## config.mk

```make
export PLATFORM = sky130hd
export DESIGN_NAME = reg_bus_arb2_flat
export DESIGN_NICKNAME = d
export VERILOG_FILES = /design/src/rtl/reg_bus_pkg.sv /design/src/rtl/reg_bus_arb2_if.sv /design/src/rtl/rr_arb2.sv /design/src/rtl/reg_bus_arb2.sv /design/src/flat_wrapper.sv
export SDC_FILE = /design/constraint.sdc
export NUM_CORES = 1
export LEC_CHECK = 0
export ABC_AREA = 1
export CAP_MARGIN = 20
export CELL_PAD_IN_SITES_DETAIL_PLACEMENT = 1
export CELL_PAD_IN_SITES_GLOBAL_PLACEMENT = 1
export CORE_MARGIN = 5
export CORE_UTILIZATION = 32
export CTS_BUF_LIST = sky130_fd_sc_hd__clkbuf_2
export CTS_CLUSTER_SIZE = 30
export DETAILED_ROUTE_END_ITERATION = 8
export PLACE_DENSITY_LB_ADDON = 0.15
export SLEW_MARGIN = 30
export SYNTH_ARGS = -nofsm -noshare
export SYNTH_HDL_FRONTEND = slang
export SYNTH_SLANG_ARGS = --single-unit
```

## constraint.sdc

```tcl
create_clock -name clks -period 12.05 [get_ports clks]
set_clock_uncertainty 0.1 [all_clocks]
set_input_delay 3.615 -clock clks [delete_from_list [all_inputs] [get_ports clks]]
set_output_delay 3.615 -clock clks [all_outputs]
set_load 0.05 [all_outputs]
```

## src/rtl/reg_bus_pkg.sv

```systemverilog
// Shared definitions for the user-logic register bus: sequencer state encoding
// and default bus geometry.
package reg_bus_pkg;

    localparam int unsigned DefAddrWidth = 12;
    localparam int unsigned DefDataWidth = 32;
    localparam int unsigned DefRdWait    = 2;

    typedef enum logic [1:0] {
        IDLE   = 2'd0,
        ACCESS = 2'd1,
        RWAIT  = 2'd2,
        DONE   = 2'd3
    } state_e;

endpackage

```

## src/rtl/reg_bus_arb2_if.sv

```systemverilog
// One requester channel of the register-bus arbiter: level request with
// qualifiers, one-cycle ack and held read data.
interface reg_bus_arb2_if
    import reg_bus_pkg::*;
#(
    parameter int unsigned CPU_ADDR_WIDTH = DefAddrWidth,
    parameter int unsigned CPU_DATA_WIDTH = DefDataWidth
) ();

    logic                      req;
    logic                      wr;
    logic [CPU_ADDR_WIDTH-1:0] addr;
    logic [CPU_DATA_WIDTH-1:0] wdata;
    logic                      ack;
    logic [CPU_DATA_WIDTH-1:0] rdata;

    modport master (
        output req, wr, addr, wdata,
        input  ack, rdata
    );

    modport slave (
        input  req, wr, addr, wdata,
        output ack, rdata
    );

endinterface

```

## src/rtl/rr_arb2.sv

```systemverilog
// Combinational two-way round-robin picker; on a tie the requester that was
// not served last wins.
module rr_arb2 (
    input  logic [1:0] req,
    input  logic       last_grant,
    input  logic       enable,
    output logic       grant_vld,
    output logic       grant_idx
);

    always_comb begin
        grant_vld = enable && (req != 2'b00);
        grant_idx = 1'b0;
        case (req)
            2'b01:   grant_idx = 1'b0;
            2'b10:   grant_idx = 1'b1;
            2'b11:   grant_idx = ~last_grant;
            default: grant_idx = 1'b0;
        endcase
    end

endmodule

```

## src/rtl/reg_bus_arb2.sv

```systemverilog
// Two-master round-robin arbiter and access sequencer for the register bus:
// single-cycle strobes, held address/data, read-latency wait and one-cycle ack.
module reg_bus_arb2
    import reg_bus_pkg::*;
#(
    parameter int unsigned CPU_ADDR_WIDTH = DefAddrWidth,
    parameter int unsigned CPU_DATA_WIDTH = DefDataWidth,
    parameter int unsigned RD_WAIT        = DefRdWait
) (
    input  logic                      clks,
    input  logic                      reset,
    reg_bus_arb2_if.slave             m0,
    reg_bus_arb2_if.slave             m1,
    output logic                      cpu_wr,
    output logic                      cpu_rd,
    output logic [CPU_ADDR_WIDTH-1:0] cpu_wr_addr,
    output logic [CPU_DATA_WIDTH-1:0] cpu_data_in,
    input  logic [CPU_DATA_WIDTH-1:0] cpu_data_out,
    output logic                      busy,
    output logic                      last_grant
);

    localparam int unsigned CntW = (RD_WAIT > 1) ? $clog2(RD_WAIT) : 1;

    state_e                    state_q, state_d;
    logic [CntW-1:0]           cnt_q, cnt_d;
    logic                      last_q, last_d;
    logic                      wr_q, wr_d;
    logic                      cpu_wr_q, cpu_wr_d;
    logic                      cpu_rd_q, cpu_rd_d;
    logic [CPU_ADDR_WIDTH-1:0] addr_q, addr_d;
    logic [CPU_DATA_WIDTH-1:0] data_q, data_d;
    logic [1:0]                ack_q, ack_d;
    logic [CPU_DATA_WIDTH-1:0] rdata0_q, rdata0_d;
    logic [CPU_DATA_WIDTH-1:0] rdata1_q, rdata1_d;
    logic                      busy_q, busy_d;
    logic                      gnt_vld, gnt_idx;

    rr_arb2 u_rr_arb2 (
        .req        ({m1.req, m0.req}),
        .last_grant (last_q),
        .enable     (state_q == IDLE),
        .grant_vld  (gnt_vld),
        .grant_idx  (gnt_idx)
    );

    always_comb begin
        state_d  = state_q;
        cnt_d    = cnt_q;
        last_d   = last_q;
        wr_d     = wr_q;
        cpu_wr_d = 1'b0;
        cpu_rd_d = 1'b0;
        addr_d   = addr_q;
        data_d   = data_q;
        ack_d    = 2'b00;
        rdata0_d = rdata0_q;
        rdata1_d = rdata1_q;
        unique case (state_q)
            IDLE: begin
                if (gnt_vld) begin
                    last_d   = gnt_idx;
                    wr_d     = gnt_idx ? m1.wr    : m0.wr;
                    addr_d   = gnt_idx ? m1.addr  : m0.addr;
                    data_d   = gnt_idx ? m1.wdata : m0.wdata;
                    cpu_wr_d = wr_d;
                    cpu_rd_d = ~wr_d;
                    state_d  = ACCESS;
                end
            end
            ACCESS: begin
                if (wr_q) begin
                    ack_d[last_q] = 1'b1;
                    state_d       = DONE;
                end else begin
                    cnt_d   = CntW'(RD_WAIT - 1);
                    state_d = RWAIT;
                end
            end
            RWAIT: begin
                // cpu_data_out lags the address by one cycle; last wait cycle samples it
                if (cnt_q == '0) begin
                    if (last_q) rdata1_d = cpu_data_out;
                    else        rdata0_d = cpu_data_out;
                    ack_d[last_q] = 1'b1;
                    state_d       = DONE;
                end else begin
                    cnt_d = cnt_q - 1'b1;
                end
            end
            DONE:    state_d = IDLE;
            default: state_d = IDLE;
        endcase
        busy_d = (state_d != IDLE);
    end

    always_ff @(posedge clks or posedge reset) begin
        if (reset) begin
            state_q  <= IDLE;
            cnt_q    <= '0;
            last_q   <= 1'b1;
            wr_q     <= 1'b0;
            cpu_wr_q <= 1'b0;
            cpu_rd_q <= 1'b0;
            addr_q   <= '0;
            data_q   <= '0;
            ack_q    <= 2'b00;
            rdata0_q <= '0;
            rdata1_q <= '0;
            busy_q   <= 1'b0;
        end else begin
            state_q  <= state_d;
            cnt_q    <= cnt_d;
            last_q   <= last_d;
            wr_q     <= wr_d;
            cpu_wr_q <= cpu_wr_d;
            cpu_rd_q <= cpu_rd_d;
            addr_q   <= addr_d;
            data_q   <= data_d;
            ack_q    <= ack_d;
            rdata0_q <= rdata0_d;
            rdata1_q <= rdata1_d;
            busy_q   <= busy_d;
        end
    end

    assign cpu_wr      = cpu_wr_q;
    assign cpu_rd      = cpu_rd_q;
    assign cpu_wr_addr = addr_q;
    assign cpu_data_in = data_q;
    assign busy        = busy_q;
    assign last_grant  = last_q;
    assign m0.ack      = ack_q[0];
    assign m1.ack      = ack_q[1];
    assign m0.rdata    = rdata0_q;
    assign m1.rdata    = rdata1_q;

endmodule

```

## src/flat_wrapper.sv

```systemverilog
// flat-port wrapper written by rule: the top's interface ports become plain ports
module reg_bus_arb2_flat import reg_bus_pkg::*;
#(
    parameter int unsigned CPU_ADDR_WIDTH = DefAddrWidth,
    parameter int unsigned CPU_DATA_WIDTH = DefDataWidth,
    parameter int unsigned RD_WAIT        = DefRdWait
)
  (clks, reset, cpu_wr, cpu_rd, cpu_wr_addr, cpu_data_in, cpu_data_out, busy, last_grant, m0_req, m0_wr, m0_addr, m0_wdata, m0_ack, m0_rdata, m1_req, m1_wr, m1_addr, m1_wdata, m1_ack, m1_rdata);
  reg_bus_arb2_if #(.CPU_ADDR_WIDTH(CPU_ADDR_WIDTH), .CPU_DATA_WIDTH(CPU_DATA_WIDTH)) m0_i ();
  reg_bus_arb2_if #(.CPU_ADDR_WIDTH(CPU_ADDR_WIDTH), .CPU_DATA_WIDTH(CPU_DATA_WIDTH)) m1_i ();
  input  logic clks;
  input  logic reset;
  output logic cpu_wr;
  output logic cpu_rd;
  output logic [CPU_ADDR_WIDTH-1:0] cpu_wr_addr;
  output logic [CPU_DATA_WIDTH-1:0] cpu_data_in;
  input  logic [CPU_DATA_WIDTH-1:0] cpu_data_out;
  output logic busy;
  output logic last_grant;
  input wire logic [$bits(m0_i.req)-1:0] m0_req;
  input wire logic [$bits(m0_i.wr)-1:0] m0_wr;
  input wire logic [$bits(m0_i.addr)-1:0] m0_addr;
  input wire logic [$bits(m0_i.wdata)-1:0] m0_wdata;
  output wire logic [$bits(m0_i.ack)-1:0] m0_ack;
  output wire logic [$bits(m0_i.rdata)-1:0] m0_rdata;
  input wire logic [$bits(m1_i.req)-1:0] m1_req;
  input wire logic [$bits(m1_i.wr)-1:0] m1_wr;
  input wire logic [$bits(m1_i.addr)-1:0] m1_addr;
  input wire logic [$bits(m1_i.wdata)-1:0] m1_wdata;
  output wire logic [$bits(m1_i.ack)-1:0] m1_ack;
  output wire logic [$bits(m1_i.rdata)-1:0] m1_rdata;
  assign m0_i.req = m0_req;
  assign m0_i.wr = m0_wr;
  assign m0_i.addr = m0_addr;
  assign m0_i.wdata = m0_wdata;
  assign m0_ack = m0_i.ack;
  assign m0_rdata = m0_i.rdata;
  assign m1_i.req = m1_req;
  assign m1_i.wr = m1_wr;
  assign m1_i.addr = m1_addr;
  assign m1_i.wdata = m1_wdata;
  assign m1_ack = m1_i.ack;
  assign m1_rdata = m1_i.rdata;
  reg_bus_arb2 #(.CPU_ADDR_WIDTH(CPU_ADDR_WIDTH), .CPU_DATA_WIDTH(CPU_DATA_WIDTH), .RD_WAIT(RD_WAIT)) u_core (.clks(clks), .reset(reset), .m0(m0_i), .m1(m1_i), .cpu_wr(cpu_wr), .cpu_rd(cpu_rd), .cpu_wr_addr(cpu_wr_addr), .cpu_data_in(cpu_data_in), .cpu_data_out(cpu_data_out), .busy(busy), .last_grant(last_grant));
endmodule
```

==> tab_implementation.tex, run 1 <==
\begin{tabular}{lr}
\hline
Metric & Value \\
\hline
\multicolumn{2}{l}{\textbf{Setup path}} \\
\quad Slowest cell on the critical path & sky130\_fd\_sc\_hd\_\_clkdlybuf4s50\_1 \\
\quad Crit Path Max Fanout & 6 \\
\quad Buffering stage count on the worst path with inverters included & 1 \\
\quad Crit path capture type & output pin \\
\quad Critical path data arrival time & 2.24 ns \\
\quad Startpoint type of the worst setup path & flip-flop \\
\quad Slack of the worst reg-to-reg path & 9.59 ns \\
\quad Number of cells traversed by the worst register-to-register path & 5 \\
\quad Capture instance of the worst register-to-register path & u\_core.wr\_q \\
\quad Critical register-to-register path startpoint & u\_core.last\_grant \\
\quad Kind of cell adding the most delay to the critical path & buffers and inverters \\
\quad CP Data Required Time & 8.34 ns \\
\quad Slowest stage delay, CP & 0.89 ns \\
\quad Worst Path Class, Setup & reg -> out \\
\quad Cells along the critical path & clkdlybuf4s50\_1 \\
\multicolumn{2}{l}{\textbf{Synth}} \\
\quad Cell type with the highest aggregate area in the netlist & sky130\_fd\_sc\_hd\_\_dfrtp\_1 \\
\quad Synth warnings & 0 \\
\quad Compound-gate portion of the synthesized area & 6.406\% \\
\quad Gate count after technology mapping & 665 \\
\quad Syn\_nets & 794 \\
\quad Flop and latch count out of synthesis & 118 \\
\quad Synth cell types & 19 \\
\quad Synthesized area per cell & 7.989 sq um \\
\quad Share of cell area taken by muxes after synthesis & 0\% \\
\quad Main combinational cell family by area after synthesis & simple AND/OR/NAND/NOR gates \\
\quad Xor/xnor share of the synthesized area & 0\% \\
\quad Area fraction in and, or, nand and nor cells after synthesis & 24.71\% \\
\quad Netlist area before placement & 5313 sq um \\
\quad Sequential share of the synthesized area & 55.61\% \\
\quad Adder-cell area share of the yosys netlist & 0.7065\% \\
\quad Cell types with the largest area share after synthesis & sky130\_fd\_sc\_hd\_\_dfrtp\_1 (55\%), sky130\_fd\_sc\_hd\_\_nand2\_1 (15\%), sky130\_fd\_sc\_hd\_\_inv\_1 (9.3\%), sky130\_fd\_sc\_hd\_\_nand3\_1 (8.6\%), sky130\_fd\_sc\_hd\_\_o21ai\_0 (6.2\%) \\
\quad Share of Yosys cell area claimed by the top area cell type & 55.11\% \\
\multicolumn{2}{l}{\textbf{Timing}} \\
\quad Peak clock frequency supported by timing & 167.9 MHz \\
\quad Max Transition Viols Final & 0 \\
\quad Actual slew at the worst max-slew pin & 0.9077 ns \\
\quad Period utilisation layout & 49.43\% \\
\quad Total negative slack & 0 ns \\
\quad Finish-stage setup viols & 0 \\
\quad Setup repair after global routing missed its margin & no \\
\quad Minimum period implied by the final worst setup slack & 5.957 ns \\
\quad Final Hold Violating Endpoints & 0 \\
\quad Relative slew margins & 39.27\% \\
\multicolumn{2}{l}{\textbf{Detailed routing}} \\
\quad Count of TritonRoute iterations in the first routing pass & 4 \\
\quad Starting DRT DRC Count & 147 \\
\quad Count of vias placed by the detailed router & 5148 \\
\quad Wire length reported by the detailed router & 18520 um \\
\quad Vias per Instance & 4.568 \\
\quad Per-cell routed wire length & 16.43 um \\
\quad Antenna violation net count after detailed routing & 0 \\
\quad DRC Markers & 0 \\
\multicolumn{2}{l}{\textbf{CTS}} \\
\quad Insertion delay to the later sink of the worst-skew pair & 0.68 ns \\
\quad Worst-path clk slew & 0.19 ns \\
\quad Number of clock sinks & 118 \\
\quad Post-CTS sizing & 0 \\
\quad Number of CTS-inserted buffers & 17 \\
\quad Post-CTS Setup Repair Bufs & 0 \\
\quad CTS Hold Bufs & 0 \\
\quad Buffer depth of the longest clock path & 2 \\
\quad CTS H-Tree Depth & 4 \\
\quad CTS root buf & sky130\_fd\_sc\_hd\_\_clkbuf\_2 \\
\quad TritonCTS clock tree & yes \\
\multicolumn{2}{l}{\textbf{Pwr}} \\
\quad Maximum vdd ir drop & 0.1603 mV \\
\quad Power density relative to cell area & 309.8 nW/um\^{}2 \\
\quad Leakage power of the design & 4.163 nW \\
\quad Power, Total & 2.524 mW \\
\multicolumn{2}{l}{\textbf{Placement}} \\
\quad Gpl congestion & 0.7790 \\
\quad Post-DP HPWL & 13660 um \\
\quad Quantity of I/O buffers inserted on ports & 239 \\
\quad Post-detailed-placement cell area & 7878 sq um \\
\multicolumn{2}{l}{\textbf{Global route}} \\
\quad Pin count of the biggest net entering global routing & 88 \\
\quad Number of antenna violations at the first check in global routing & 3 \\
\quad GRT Residual Overflow & 0 \\
\quad Wire length of the first global-routing pass & 30070 um \\
\quad Number of global-route vias before repair & 5763 \\
\quad All-layer global routing usage & 19.35\% \\
\multicolumn{2}{l}{\textbf{Final layout}} \\
\quad Finished Cell Area & 8149 sq um \\
\quad Layout Nets & 1021 \\
\quad Final standard cell utilization of the core & 49.67\% \\
\quad Share of layout cells above drive strength 1 & 4.641\% \\
\quad Layout-stage area growth over the synthesis result & 53.39\% \\
\multicolumn{2}{l}{\textbf{Die}} \\
\quad Width of the chip & 138.9 um \\
\quad Die height & 138.9 um \\
\quad Initial Utilization & 32.38\% \\
\quad Number of standard-cell rows in the floorplan & 47 \\
\quad Floorplan die area & 19280 sq um \\
\quad Area of the core & 16410 sq um \\
\quad I/O pin count & 240 \\
\multicolumn{2}{l}{\textbf{Outcome}} \\
\quad Run status & complete, no violations \\
\multicolumn{2}{l}{\textbf{Min path}} \\
\quad Startpoint of the tightest hold check path & u\_core.cpu\_wr\_addr[7] \\
\quad Number of instances on the worst hold path & 2 \\
\quad Type of the tightest min-delay check & reg -> reg \\
\quad Hold Path End & u\_core.cpu\_wr\_addr[7] \\
\multicolumn{2}{l}{\textbf{Flow run}} \\
\quad Number of violations of the max-capacitance limit & 0 \\
\hline
\end{tabular}
==> cell usage in the layout, fill, tap and decap left out <==
| cell | Yosys | routed |
|---|---|---|
| sky130_fd_sc_hd__inv_6 | 0 | 3 |
| sky130_fd_sc_hd__a21oi_1 | 1 | 1 |
| sky130_fd_sc_hd__dfrtp_1 | 117 | 117 |
| sky130_fd_sc_hd__dfstp_2 | 1 | 1 |
| sky130_fd_sc_hd__clkinvlp_4 | 0 | 5 |
| sky130_fd_sc_hd__inv_1 | 132 | 131 |
| sky130_fd_sc_hd__clkinv_4 | 0 | 2 |
| sky130_fd_sc_hd__nand3_4 | 0 | 2 |
| sky130_fd_sc_hd__inv_4 | 0 | 1 |
| sky130_fd_sc_hd__bufinv_16 | 0 | 3 |
| sky130_fd_sc_hd__clkinv_1 | 0 | 2 |
| sky130_fd_sc_hd__clkbuf_2 | 3 | 17 |
| sky130_fd_sc_hd__and3_1 | 2 | 2 |
| sky130_fd_sc_hd__diode_2 | 0 | 2 |
| sky130_fd_sc_hd__nand2_2 | 1 | 1 |
| sky130_fd_sc_hd__o21ai_0 | 66 | 66 |
| sky130_fd_sc_hd__nand3_1 | 91 | 91 |
| sky130_fd_sc_hd__nor2_4 | 1 | 1 |
| sky130_fd_sc_hd__nand2_4 | 1 | 1 |
| sky130_fd_sc_hd__clkdlybuf4s50_1 | 0 | 238 |
| sky130_fd_sc_hd__nor2_1 | 2 | 2 |
| sky130_fd_sc_hd__buf_16 | 0 | 1 |
| sky130_fd_sc_hd__buf_6 | 0 | 1 |
| sky130_fd_sc_hd__nand2_1 | 210 | 210 |
| sky130_fd_sc_hd__o21ai_4 | 0 | 1 |
| sky130_fd_sc_hd__ha_1 | 3 | 3 |
| sky130_fd_sc_hd__buf_4 | 4 | 2 |
==> synthesized netlist by cell type (all sizes together) <==
master and number:
and3 2, nand2 212, a21oi 1, nor2 3, dfrtp 117, dfstp 1, clkbuf 9, inv 132
o21ai 67, buf 25, nand3 93, ha 3
==> worst min-delay path, stage by stage (launching register included) <==
cell,delay [ns]
sky130_fd_sc_hd__dfrtp_1,0.38
sky130_fd_sc_hd__nand2_1,0.06
sky130_fd_sc_hd__nand2_1,0.06
==> per-stage QoR <==
step	setup slack (ns)	cells	hold slack [ns]
after detailed placement	5.983	1093	0.3676
after global routing	5.993	1127	0.4284
after CTS	6.030	1125	0.4090
final	6.093	1127	0.4067
after global placement	6.062	1092	0.3642
after floorplan	5.208	665	0.3660
==> flip-flops by register name, summed over array words and instances (netlist names) <==
register and cells:
u_core.cpu_data_in 32, u_core.busy 1, u_core.m0.rdata 32, u_core.ack_q 2, u_core.cnt_q 1, u_core.cpu_wr 1, u_core.m1.rdata 32, u_core.state_q 2
u_core.wr_q 1, u_core.cpu_rd 1, u_core.cpu_wr_addr 12, u_core.last_grant 1
==> layout make-up <==
cell class,instances,area [sq um]
inverters,132,498.0
clock buffers,17,85.08
repair buffers,242,2436
fillers,1940,8258
flip-flops and latches,118,2954
well taps,220,275.3
multi-input cells,381,1717
diodes,2,5.005
clock inverters,15,178.9
==> metal layers <==
layer / part of all wire [%] / global-route usage (%)
met2: 51 / 33.88
met3: 6.0 / 6.069
met1: 41 / 22.66
met5: 0.059 / 0
met4: 2.2 / 6.128
==> report_power, final <==
group	total (mW)	switching, mW	internal, mW
logic	1.53	1.05	0.477
clock network	0.285	0.168	0.116
registers	0.710	0.117	0.593
total	2.52	1.34	1.19
==> how the worst max path moves through the flow <==
stage	start	endpoint	cells after the start
6_report	u_core.last_grant	last_grant	1
3_5_place_dp	m0_req	u_core.wr_q	6
2_1_floorplan	reset	u_core.ack_q[0]	1
3_3_place_gp	m0_req	u_core.wr_q	6
4_1_cts	u_core.last_grant	last_grant	1
5_1_grt	u_core.last_grant	last_grant	1
==> cell families (layout without fill, tap and decap cells) <==
| logic type | count (synthesis) | after routing |
|---|---|---|
| AO/OA/AOI/OAI | 68 | 68 |
| adder cells (fa/ha/maj) | 3 | 3 |
| buffers and inverters | 166 | 406 |
| flip-flops | 118 | 118 |
| other | 0 | 2 |
| AND/OR/NAND/NOR | 310 | 310 |
No activity file was read; power rests on OpenSTA's default activity.
==> run 2, diff against run 1 <==
- CORE_UTILIZATION: 32 -> 30
- clock period: 12.05 -> 5.9 ns (I/O delays scaled with it)
==> run 2 against run 1 <==
  * Sequential power is 100% higher
  * Critical path depth unchanged
  * Global-route usage is 2.0 points lower
  * Core utilization fell by 2.9 points
  * Hold slack worse by 0.0063 ns
  * Final area fell by 0.31%
  * Non-clock buffer count is 2 higher
  * Critical path type unchanged
  * Critical endpoint unchanged
  * Highest routed layer is now met4
==> tab_implementation.tex, run 2 (synthesis results as in run 1) <==
\begin{tabular}{lr}
\hline
Metric & Value \\
\hline
\multicolumn{2}{l}{\textbf{Outcome}} \\
\quad Run status & complete, no violations \\
\multicolumn{2}{l}{\textbf{Global route}} \\
\quad All-layer global routing usage & 17.38\% \\
\quad Number of global-route vias before repair & 5552 \\
\quad GRT Residual Overflow & 0 \\
\quad Number of antenna violations at the first check in global routing & 1 \\
\quad Wire length of the first global-routing pass & 28320 um \\
\quad Pin count of the biggest net entering global routing & 69 \\
\multicolumn{2}{l}{\textbf{Timing}} \\
\quad Relative slew margins & 39.34\% \\
\quad Total negative slack & 0 ns \\
\quad Period utilisation layout & 69.26\% \\
\quad Minimum period implied by the final worst setup slack & 4.086 ns \\
\quad Max Transition Viols Final & 0 \\
\quad Peak clock frequency supported by timing & 244.7 MHz \\
\quad Setup repair after global routing missed its margin & no \\
\quad Final critical-path setup slack & 1.814 ns \\
\quad Final Hold Violating Endpoints & 0 \\
\quad Finish-stage setup viols & 0 \\
\quad Actual slew at the worst max-slew pin & 0.9067 ns \\
\multicolumn{2}{l}{\textbf{CTS}} \\
\quad Post-CTS Setup Repair Bufs & 0 \\
\quad Buffer depth of the longest clock path & 2 \\
\quad CTS root buf & sky130\_fd\_sc\_hd\_\_clkbuf\_2 \\
\quad CTS Hold Bufs & 0 \\
\quad Insertion delay to the later sink of the worst-skew pair & 0.67 ns \\
\quad Number of CTS-inserted buffers & 17 \\
\quad TritonCTS clock tree & yes \\
\quad Post-CTS sizing & 0 \\
\quad CTS H-Tree Depth & 4 \\
\quad Number of clock sinks & 118 \\
\quad Worst-path clk slew & 0.17 ns \\
\multicolumn{2}{l}{\textbf{Placement}} \\
\quad Gpl congestion & 0.8126 \\
\quad Quantity of I/O buffers inserted on ports & 239 \\
\quad Pre-CTS setup slack & 1.689 ns \\
\quad Post-DP HPWL & 12990 um \\
\multicolumn{2}{l}{\textbf{Die}} \\
\quad Floorplan die area & 20470 sq um \\
\quad Width of the chip & 143.1 um \\
\quad I/O pin count & 240 \\
\quad Initial Utilization & 30.61\% \\
\quad Die height & 143.1 um \\
\quad Number of standard-cell rows in the floorplan & 48 \\
\quad Area of the core & 17360 sq um \\
\multicolumn{2}{l}{\textbf{Detailed routing}} \\
\quad Count of TritonRoute iterations in the first routing pass & 4 \\
\quad DRC Markers & 0 \\
\quad Wire length reported by the detailed router & 17640 um \\
\quad Starting DRT DRC Count & 156 \\
\quad Count of vias placed by the detailed router & 5066 \\
\quad Antenna violation net count after detailed routing & 0 \\
\quad Vias per Instance & 4.471 \\
\quad Per-cell routed wire length & 15.56 um \\
\multicolumn{2}{l}{\textbf{Final layout}} \\
\quad Most used cells in the layout excluding fill and tap cells & sky130\_fd\_sc\_hd\_\_clkdlybuf4s50\_1 (238), sky130\_fd\_sc\_hd\_\_nand2\_1 (210), sky130\_fd\_sc\_hd\_\_inv\_1 (131) \\
\quad Share of layout cells above drive strength 1 & 4.636\% \\
\quad Layout Nets & 1023 \\
\quad Layout-stage area growth over the synthesis result & 52.92\% \\
\quad Most frequent standard cell in the layout excluding fill and tap cells & sky130\_fd\_sc\_hd\_\_clkdlybuf4s50\_1 \\
\multicolumn{2}{l}{\textbf{Pwr}} \\
\quad Power, Total & 5.063 mW \\
\quad Power density relative to cell area & 623.2 nW/um\^{}2 \\
\quad Leakage power of the design & 4.153 nW \\
\quad Maximum vdd ir drop & 0.3392 mV \\
\multicolumn{2}{l}{\textbf{Setup path}} \\
\quad Kind of cell adding the most delay to the critical path & buffers and inverters \\
\quad Crit Path Max Fanout & 6 \\
\quad Crit path capture type & output pin \\
\quad Cells along the critical path & clkdlybuf4s50\_1 \\
\quad CP Data Required Time & 4.03 ns \\
\quad Critical path data arrival time & 2.22 ns \\
\quad Buffering stage count on the worst path with inverters included & 1 \\
\quad Startpoint type of the worst setup path & flip-flop \\
\quad Slowest stage delay, CP & 0.89 ns \\
\quad Slowest cell on the critical path & sky130\_fd\_sc\_hd\_\_clkdlybuf4s50\_1 \\
\quad Worst Path Class, Setup & reg -> out \\
\multicolumn{2}{l}{\textbf{Flow run}} \\
\quad Number of violations of the max-capacitance limit & 0 \\
\multicolumn{2}{l}{\textbf{Min path}} \\
\quad Type of the tightest min-delay check & reg -> reg \\
\hline
\end{tabular}
[run 2: changes by cell type in the layout (fill, tap and decap cells not counted), sizes merged]
cell and change:
buf +2, bufinv -1, clkinv +2, inv -2
[run 2: worst paths after layout]
path / from / endpoint / slack [ns] / depth (start not counted)
worst max-delay path: u_core.last_grant / last_grant / 1.81 / 1
worst min-delay path: u_core.cpu_data_in[0] / u_core.cpu_data_in[0] / 0.40 / 2
min in group asynchronous: reset / u_core.m0.rdata[23] / 1.44 / 2
worst min register to register: u_core.cpu_data_in[0] / u_core.cpu_data_in[0] / 0.40 / 2
worst max register to register: u_core.last_grant / u_core.wr_q / 3.48 / 5
max in group asynchronous: reset / u_core.m0.rdata[18] / 3.40 / 3
[run 2: power breakdown]
part | internal, mW | switching, mW
sequential | 1.21 | 0.235
combinational | 0.975 | 2.14
clock | 0.186 | 0.317
total | 2.37 | 2.69
[run 2: layout make-up]
cell class | instances | area [sq um]
fill | 2087 | 9233
sequential | 118 | 2954
timing repair buffer | 244 | 2445
multi-input combinational | 381 | 1717
inverter | 132 | 500.5
tap | 225 | 281.5
clock inverter | 14 | 136.4
clock buffer | 17 | 85.08
antenna | 2 | 5.005
[run 2: layer usage]
metal	up-vias	track usage, %	wire length, um	part of all wire, %
met3	30	5.492	1432	8.1
met2	166	28.46	8317	47
met4	0	6.353	400	2.3
met5	-	0	0	0
met1	2389	21.61	7484	42
li1	2481	-	-	-
[run 2: per-stage QoR]
step | instance area, sq um | util [%] | std cells | hold WS (ns)
detailed placement | 7895 | 45.49 | 1100 | 0.3652
global placement | 7853 | 45.24 | 1099 | 0.3633
floorplan | 5313 | - | 665 | 0.3660
finish | 8124 | 46.81 | 1133 | 0.4004
CTS | 8117 | 46.76 | 1131 | 0.4059
global route | 8124 | 46.81 | 1133 | 0.4270
==> run 3, diff against run 2 <==
- CORE_UTILIZATION: 30 -> 27
- clock period: 5.9 -> 3.35 ns (I/O delays scaled with it)
==> run 3 against run 2 <==
  * Via count rose by 0.67%
  * First-iteration DRC count up 1.9%
  * Hold slack gained 0.0063 ns
  * Die area grew 10%
  * Flip-flop and latch count stayed put
  * Clock power up 130%
  * Total power grew 81%
==> tab_implementation.tex, run 3 (synthesis results as in run 1) <==
\begin{tabular}{lr}
\hline
Metric & Value \\
\hline
\multicolumn{2}{l}{\textbf{Global route}} \\
\quad GRT Residual Overflow & 0 \\
\quad Number of global-route vias before repair & 5676 \\
\quad Wire length of the first global-routing pass & 28810 um \\
\quad Number of antenna violations at the first check in global routing & 1 \\
\quad All-layer global routing usage & 16.12\% \\
\quad Pin count of the biggest net entering global routing & 81 \\
\multicolumn{2}{l}{\textbf{Setup path}} \\
\quad Crit Path Max Fanout & 6 \\
\quad Buffering stage count on the worst path with inverters included & 1 \\
\quad Startpoint type of the worst setup path & flip-flop \\
\quad CP Data Required Time & 2.24 ns \\
\quad Kind of cell adding the most delay to the critical path & flip-flops \\
\quad Cells along the critical path & dlygate4sd2\_1 \\
\quad Worst Path Class, Setup & reg -> out \\
\quad Worst setup path start & u\_core.last\_grant \\
\quad Critical path data arrival time & 1.91 ns \\
\quad Slowest stage delay, CP & 0.66 ns \\
\quad Critical register-to-register path startpoint & u\_core.state\_q[0] \\
\quad Slowest cell on the critical path & sky130\_fd\_sc\_hd\_\_dfstp\_2 \\
\quad Crit path capture type & output pin \\
\multicolumn{2}{l}{\textbf{CTS}} \\
\quad Buffer depth of the longest clock path & 2 \\
\quad Number of CTS-inserted buffers & 17 \\
\quad TritonCTS clock tree & yes \\
\quad CTS root buf & sky130\_fd\_sc\_hd\_\_clkbuf\_2 \\
\quad Insertion delay to the later sink of the worst-skew pair & 0.64 ns \\
\quad CTS H-Tree Depth & 4 \\
\quad Worst-path clk slew & 0.19 ns \\
\quad Post-CTS sizing & 1 \\
\quad CTS Hold Bufs & 0 \\
\quad Post-CTS Setup Repair Bufs & 0 \\
\quad Number of clock sinks & 118 \\
\multicolumn{2}{l}{\textbf{Final layout}} \\
\quad Area occupied by multi-input gates & 1717 sq um \\
\quad Most used cells in the layout excluding fill and tap cells & sky130\_fd\_sc\_hd\_\_clkdlybuf4s50\_1 (237), sky130\_fd\_sc\_hd\_\_nand2\_1 (210), sky130\_fd\_sc\_hd\_\_inv\_1 (131) \\
\quad Count of fill cells added during filler insertion & 2333 \\
\quad Layout Nets & 1024 \\
\quad Share of layout cells above drive strength 1 & 5.066\% \\
\quad Layout-stage area growth over the synthesis result & 55.94\% \\
\quad Finished Cell Area & 8284 sq um \\
\quad Most frequent standard cell in the layout excluding fill and tap cells & sky130\_fd\_sc\_hd\_\_clkdlybuf4s50\_1 \\
\quad Flip-flop and latch area & 2954 sq um \\
\multicolumn{2}{l}{\textbf{Timing}} \\
\quad Actual slew at the worst max-slew pin & 0.6487 ns \\
\quad Finish-stage setup viols & 0 \\
\quad Worst Hold Margin & 0.4067 ns \\
\quad Period utilisation layout & 89.92\% \\
\quad Minimum period implied by the final worst setup slack & 3.012 ns \\
\quad Final Hold Violating Endpoints & 0 \\
\quad Setup repair after global routing missed its margin & no \\
\quad Max Transition Viols Final & 0 \\
\quad Peak clock frequency supported by timing & 332.0 MHz \\
\quad Final critical-path setup slack & 0.3377 ns \\
\quad Relative slew margins & 56.75\% \\
\quad Total negative slack & 0 ns \\
\multicolumn{2}{l}{\textbf{Placement}} \\
\quad Quantity of I/O buffers inserted on ports & 239 \\
\quad Gpl congestion & 0.7772 \\
\quad Pre-CTS setup slack & 0.6309 ns \\
\quad Post-detailed-placement cell area & 7971 sq um \\
\quad Post-DP HPWL & 13340 um \\
\multicolumn{2}{l}{\textbf{Die}} \\
\quad I/O pin count & 240 \\
\quad Floorplan die area & 22580 sq um \\
\quad Number of standard-cell rows in the floorplan & 51 \\
\quad Width of the chip & 150.3 um \\
\quad Initial Utilization & 27.39\% \\
\quad Area of the core & 19400 sq um \\
\quad Die height & 150.3 um \\
\multicolumn{2}{l}{\textbf{Detailed routing}} \\
\quad Antenna violation net count after detailed routing & 0 \\
\quad DRC Markers & 0 \\
\quad Wire length reported by the detailed router & 18060 um \\
\quad Count of vias placed by the detailed router & 5100 \\
\quad Per-cell routed wire length & 15.38 um \\
\quad Starting DRT DRC Count & 159 \\
\quad Vias per Instance & 4.344 \\
\quad Count of TritonRoute iterations in the first routing pass & 4 \\
\multicolumn{2}{l}{\textbf{Pwr}} \\
\quad Power, Total & 9.187 mW \\
\quad Leakage power of the design & 4.214 nW \\
\quad Power density relative to cell area & 1109 nW/um\^{}2 \\
\quad Maximum vdd ir drop & 0.4342 mV \\
\multicolumn{2}{l}{\textbf{Flow run}} \\
\quad Number of violations of the max-capacitance limit & 0 \\
\multicolumn{2}{l}{\textbf{Outcome}} \\
\quad Run status & complete, no violations \\
\multicolumn{2}{l}{\textbf{Min path}} \\
\quad Startpoint of the tightest hold check path & u\_core.cpu\_data\_in[9] \\
\quad Type of the tightest min-delay check & reg -> reg \\
\hline
\end{tabular}
[run 3: area by class of cell]
cell class,count,share of cell area (%)
inverters,132,6.026
well taps,265,4.002
repair buffers,245,29.80
clock buffers,17,1.027
flip-flops and latches,118,35.66
clock inverters,15,2.734
multi-input cells,381,20.72
diodes,1,0.03021
[run 3: per-layer routing]
metal  routed length [um]  up-vias  GRT usage (%)  part of all wire [%]
met5                    0        -              0                     0
met4                  272        0          5.489                   1.5
met3                 1294       17          4.907                   7.2
met2                 8947      167          28.10                    50
met1                 7546     2434          18.84                    42
li1                     -     2482              -                     -
[run 3: worst reg2reg max path, stage by stage (launching register included)]
cell and delay [ns]:
sky130_fd_sc_hd__dfrtp_1 0.44, sky130_fd_sc_hd__inv_1 0.10, sky130_fd_sc_hd__ha_1 0.33, sky130_fd_sc_hd__nand3_4 0.54
sky130_fd_sc_hd__o21ai_0 0.46
[run 3: power breakdown]
group	total, mW	switching [mW]	internal [mW]	leakage [nW]
logic	5.48	3.75	1.72	2.60
registers	2.56	0.424	2.13	1.44
clock network	1.15	0.585	0.570	0.173
total	9.19	4.76	4.43	4.21
[run 3: worst paths after layout]
check                      cells past startpoint                    end  slack, ns
max                                            1             last_grant       0.34
min                                            2  u_core.cpu_data_in[9]       0.41
max reg2reg                                    4     u_core.m1.rdata[6]       1.30
min reg2reg                                    2  u_core.cpu_data_in[9]       0.41
max in group asynchronous                      3    u_core.m0.rdata[28]       2.02
min in group asynchronous                      3    u_core.m0.rdata[26]       0.72
[run 3: per-stage QoR]
step	utilization, %	cells
floorplan	-	665
global placement	41.02	1141
detailed placement	41.09	1141
CTS	42.69	1173
global route	42.71	1174
finish	42.71	1174
==> RTL edit 1 (settings of run 2) <==
Set the package constant `DefRdWait` to 4 (it was 2).
--- a/src/rtl/reg_bus_pkg.sv
+++ b/src/rtl/reg_bus_pkg.sv
@@ -6,3 +6,3 @@
     localparam int unsigned DefDataWidth = 32;
-    localparam int unsigned DefRdWait    = 2;
+    localparam int unsigned DefRdWait    = 4;
 
Check against the original RTL: not equivalent (a bounded check fails within 10 cycles, from zero or initial values and one cycle with reset high).
==> RTL edit 1 against run 2 <==
- fmax up 1.3%
- clock power up 5.0%
- area after synthesis up 2.0%
- sequential share of layout area about the same
- power up 1.5%
- worst setup slack better by 0.054 ns
- final area up 0.99%
- routed wire length up 3.6%
- sequential cell count up 1
==> RTL edit 1: results (changes against run 2) <==
status completed; overall routing resource usage 0.175 (+0.00123); DRT met1 WL 7.63 mm (+1.9%); clk_lat worst skew 0.63 ns (-0.04 ns); met3 WL 1.48 mm (+3.2%); worst slew pin tran 0.733 ns (-0.174 ns); Final GP Congestion 0.782 (-3.7%); Critical Path Sink last_grant; Signal buf overhead 0.300 (-0.00111); vias in the first global route 5712 (+2.9%); Post-synth top cells nand2_1, inv_1, dfrtp_1, nand3_1, o21ai_0; footprint of the multi-input gates 0.00173 mm^2 (+0.80%); CP peak stage delay 0.84 ns (-0.05 ns); largest cells by area after synthesis dfrtp_1, nand2_1, inv_1, nand3_1, o21ai_0; Max VDD drop 356 uV (+4.9%); share of cells above drive strength 1 0.0503 (+0.00397); met2 wire len 8.86 mm (+6.5%); dpl hpwl 13.6 mm (+4.9%); leakage 4.26 nW (+2.6%); Non-clk invs 134 (+1.5%); fin cells 1144 (+0.97%); Layout Nets 1031 (+0.78%); critical path arrival 2.16 ns (-0.06 ns); multi-input logic cell count 384 (+0.79%); Sw Share 0.530 (-0.00140); R2R setup slack 3.81 ns (+0.33 ns); Seq. cell area 0.00298 mm^2 (+0.85%); non-clock buffer count 245 (+0.41%); DR iter-0 viols 150 (-3.8%); Min Hold Slack 0.404 ns (+0.00385 ns); first-pass GRT wire length 28.6 mm (+1.2%); Critical path origin u_core.last_grant; vias after detailed routing 5191 (+2.5%); RR Startpoint u_core.last_grant; diodes inserted 1 (-1); Comb pwr share 0.608 (-0.007); end of the worst register-to-register path u_core.wr_q; largest net degree at the start of global routing 65 (-5.8%); Syn Inst Count 671 (+0.90%); Synthesized Nets 801 (+0.88%); register area share after synthesis 0.550 (-0.00642); final wirelength 18.3 mm (+3.6%); FILL cells 2117 (+1.4%); clk sink count 119 (+0.85%)
RTL edit 1: power by group through the flow:
| stage | Clock [mW] | Sequential (mW) | Combinational, mW |
|---|---|---|---|
| global placement | 0 | 1.49 | 3.06 |
| detailed placement | 0 | 1.50 | 3.15 |
| global route | 0.591 | 1.54 | 3.32 |
| floorplan | 0 | 2.81 | 0.665 |
| CTS | 0.556 | 1.49 | 3.16 |
| finish | 0.528 | 1.49 | 3.13 |
RTL edit 1: per-stage QoR:
| stage | cell area, um^2 | setup WS [ns] |
|---|---|---|
| 2_1_floorplan | 5420 | 0.874 |
| 3_3_place_gp | 7910 | 2.07 |
| 3_5_place_dp | 7950 | 2.01 |
| 4_1_cts | 8190 | 1.76 |
| 5_1_grt | 8200 | 1.73 |
| 6_report | 8200 | 1.87 |
RTL edit 1: cells by family (layout without fill, tap and decap cells):
group	after synthesis	in the layout	share of synthesized area
and+or+nand+nor	310	310	0.241
buffers and inverters	168	411	0.134
DFF	119	119	0.550
AOI/OAI and AO/OA	70	70	0.0653
adders and majority gates	4	4	0.00923
other	0	1	0
RTL edit 1: how the worst min path moves through the flow:
| stage | from | to | cells after the start |
|---|---|---|---|
| after CTS | u_core.cpu_data_in[7] | u_core.cpu_data_in[7] | 2 |
| after detailed placement | u_core.cpu_wr_addr[11] | u_core.cpu_wr_addr[11] | 2 |
| after floorplan | u_core.wr_q | u_core.wr_q | 2 |
| after global routing | u_core.cpu_data_in[7] | u_core.cpu_data_in[7] | 2 |
| after global placement | u_core.cpu_data_in[0] | u_core.cpu_data_in[0] | 2 |
| final | u_core.cpu_data_in[8] | u_core.cpu_data_in[8] | 2 |
RTL edit 1: routing by layer:
metal,GRT usage,vias to the layer above
met5,0,-
met4,0.0614,0
met3,0.0569,26
met2,0.295,185
met1,0.210,2478
li1,-,2502
==> RTL edit 2 (config.mk and constraints of run 2) <==
Without the edit above. Reset style: synchronous (`reset`), changed in one clocked block.
--- a/src/rtl/reg_bus_arb2.sv
+++ b/src/rtl/reg_bus_arb2.sv
@@ -96,3 +96,3 @@
 
-    always_ff @(posedge clks or posedge reset) begin
+    always_ff @(posedge clks) begin
         if (reset) begin
Behaviour: differs if reset is asserted again (counterexample within 4 cycles, from zero or initial values and one cycle with reset high); with reset held inactive, the same outputs for 10 cycles.
==> RTL edit 2 against run 2 <==
- first-iteration DRC count rose by 5.1%
- power fell by 25%
- count of clock-buffer cells in the layout rose by 2
- synthesized cell count rose by 15%
- area after synthesis fell by 2.3%
- sequential power fell by 21%
- final area fell by 2.1%
- worst setup slack improved by 0.19 ns
- sequential cell count did not move
- routed wire length fell by 0.45%
- clock power rose by 2%
- global-route usage fell by 0.14 points
- critical path type unchanged
- critical endpoint unchanged
- largest cell class is now buffers
- largest power group unchanged
==> RTL edit 2: results (changes against run 2) <==
status completed; Min Hold Slack 0.400 ns (-0.000677 ns); Final GP Congestion 0.738 (-9.1%); Clk pin slew, worst setup/hold paths 0.18 ns; end of the worst register-to-register path u_core.cpu_wr_addr[10]; Seq. cell area 0.00236 mm^2 (-20%); Mean Syn Cell Area 6.81 um^2 (-15%); FILL cells 2185 (+4.7%); overall routing resource usage 0.172 (-0.00135); Hold Crit Endpoint u_core.m1.rdata[28]; maximum fanout along the worst path 7 (+1); share of cells above drive strength 1 0.0484 (+0.00208); Synth Warn # 0 (unchanged); largest cells by area after synthesis dfxtp_1, nor2_1, nand2_1, a21boi_1, o21ai_0; vias after detailed routing 5482 (+8.2%); Unique masters post-synth 20 (+1); leakage 3.30 nW (-20%); period utilisation layout 0.661 (-0.0318); vias in the first global route 5425 (-2.3%); Hold Path Depth 2 (unchanged); R2R cell count 8 (+3); CP peak stage delay 0.87 ns (-0.02 ns); Max VDD drop 187 uV (-45%); Critical path origin u_core.last_grant; fin cells 1216 (+7.3%); Worst Hold Class flip-flop to flip-flop; input/output buffers 239 (unchanged); DP Worst Slack 1.97 ns (+0.282 ns); register area share after synthesis 0.455 (-0.101); critical path arrival 2.03 ns (-0.19 ns); Post-synth top cells nor2_1, nand2_1, dfxtp_1, o21ai_0, inv_1; diodes inserted 0 (-2); Synth Area in Compound Gates 0.132 (+0.0680); Adder-Cell Fraction of Synth Area 0.00964 (+0.00257); H-tree depth 4 (unchanged); asr flop ratio synth 0 (-1.00); Post-synth EDFFs 0 (unchanged); first-pass GRT wire length 27.7 mm (-2.2%); initial antenna violation count 0 (-1); Layout Nets 1108 (+8.3%); RR Startpoint u_core.state_q[0]; Pint 1.93 mW (-19%); worst slew pin tran 0.927 ns (+0.0198 ns); clk_lat worst skew 0.66 ns; Synthesized Nets 893 (+12%); final wirelength 17.6 mm (-0.45%); largest net degree at the start of global routing 92 (+33%); DR iter-0 viols 164 (+5.1%); dominant synthesized flop cell dfxtp_1; R2R setup slack 3.90 ns (+0.42 ns); dpl hpwl 12.7 mm (-2.6%); Placed Area 0.00772 mm^2 (-2.2%); Hold Crit Start u_core.m1.rdata[28]
[RTL edit 2: cell type report]
| type | count | share of cell area |
|---|---|---|
| inverters | 54 | 0.0255 |
| multi-input cells | 539 | 0.302 |
| flip-flops and latches | 118 | 0.297 |
| clock buffers | 19 | 0.0120 |
| well taps | 225 | 0.0354 |
| repair buffers | 248 | 0.311 |
| clock inverters | 13 | 0.0165 |
[RTL edit 2: power by group through the flow]
stage          registers, mW  logic [mW]  clock network, mW
2_1_floorplan           1.88       0.710                  0
3_3_place_gp            1.15        2.13                  0
3_5_place_dp            1.16        2.17                  0
4_1_cts                 1.14        2.18              0.538
5_1_grt                 1.17        2.33              0.579
6_report                1.14        2.14              0.511
[RTL edit 2: metal layers]
metal,wire length (um),GRT usage,up-vias
li1,-,-,2804
met1,7490,0.202,2487
met2,8080,0.284,169
met3,1720,0.0758,22
met4,261,0.0551,0
met5,0,0,-
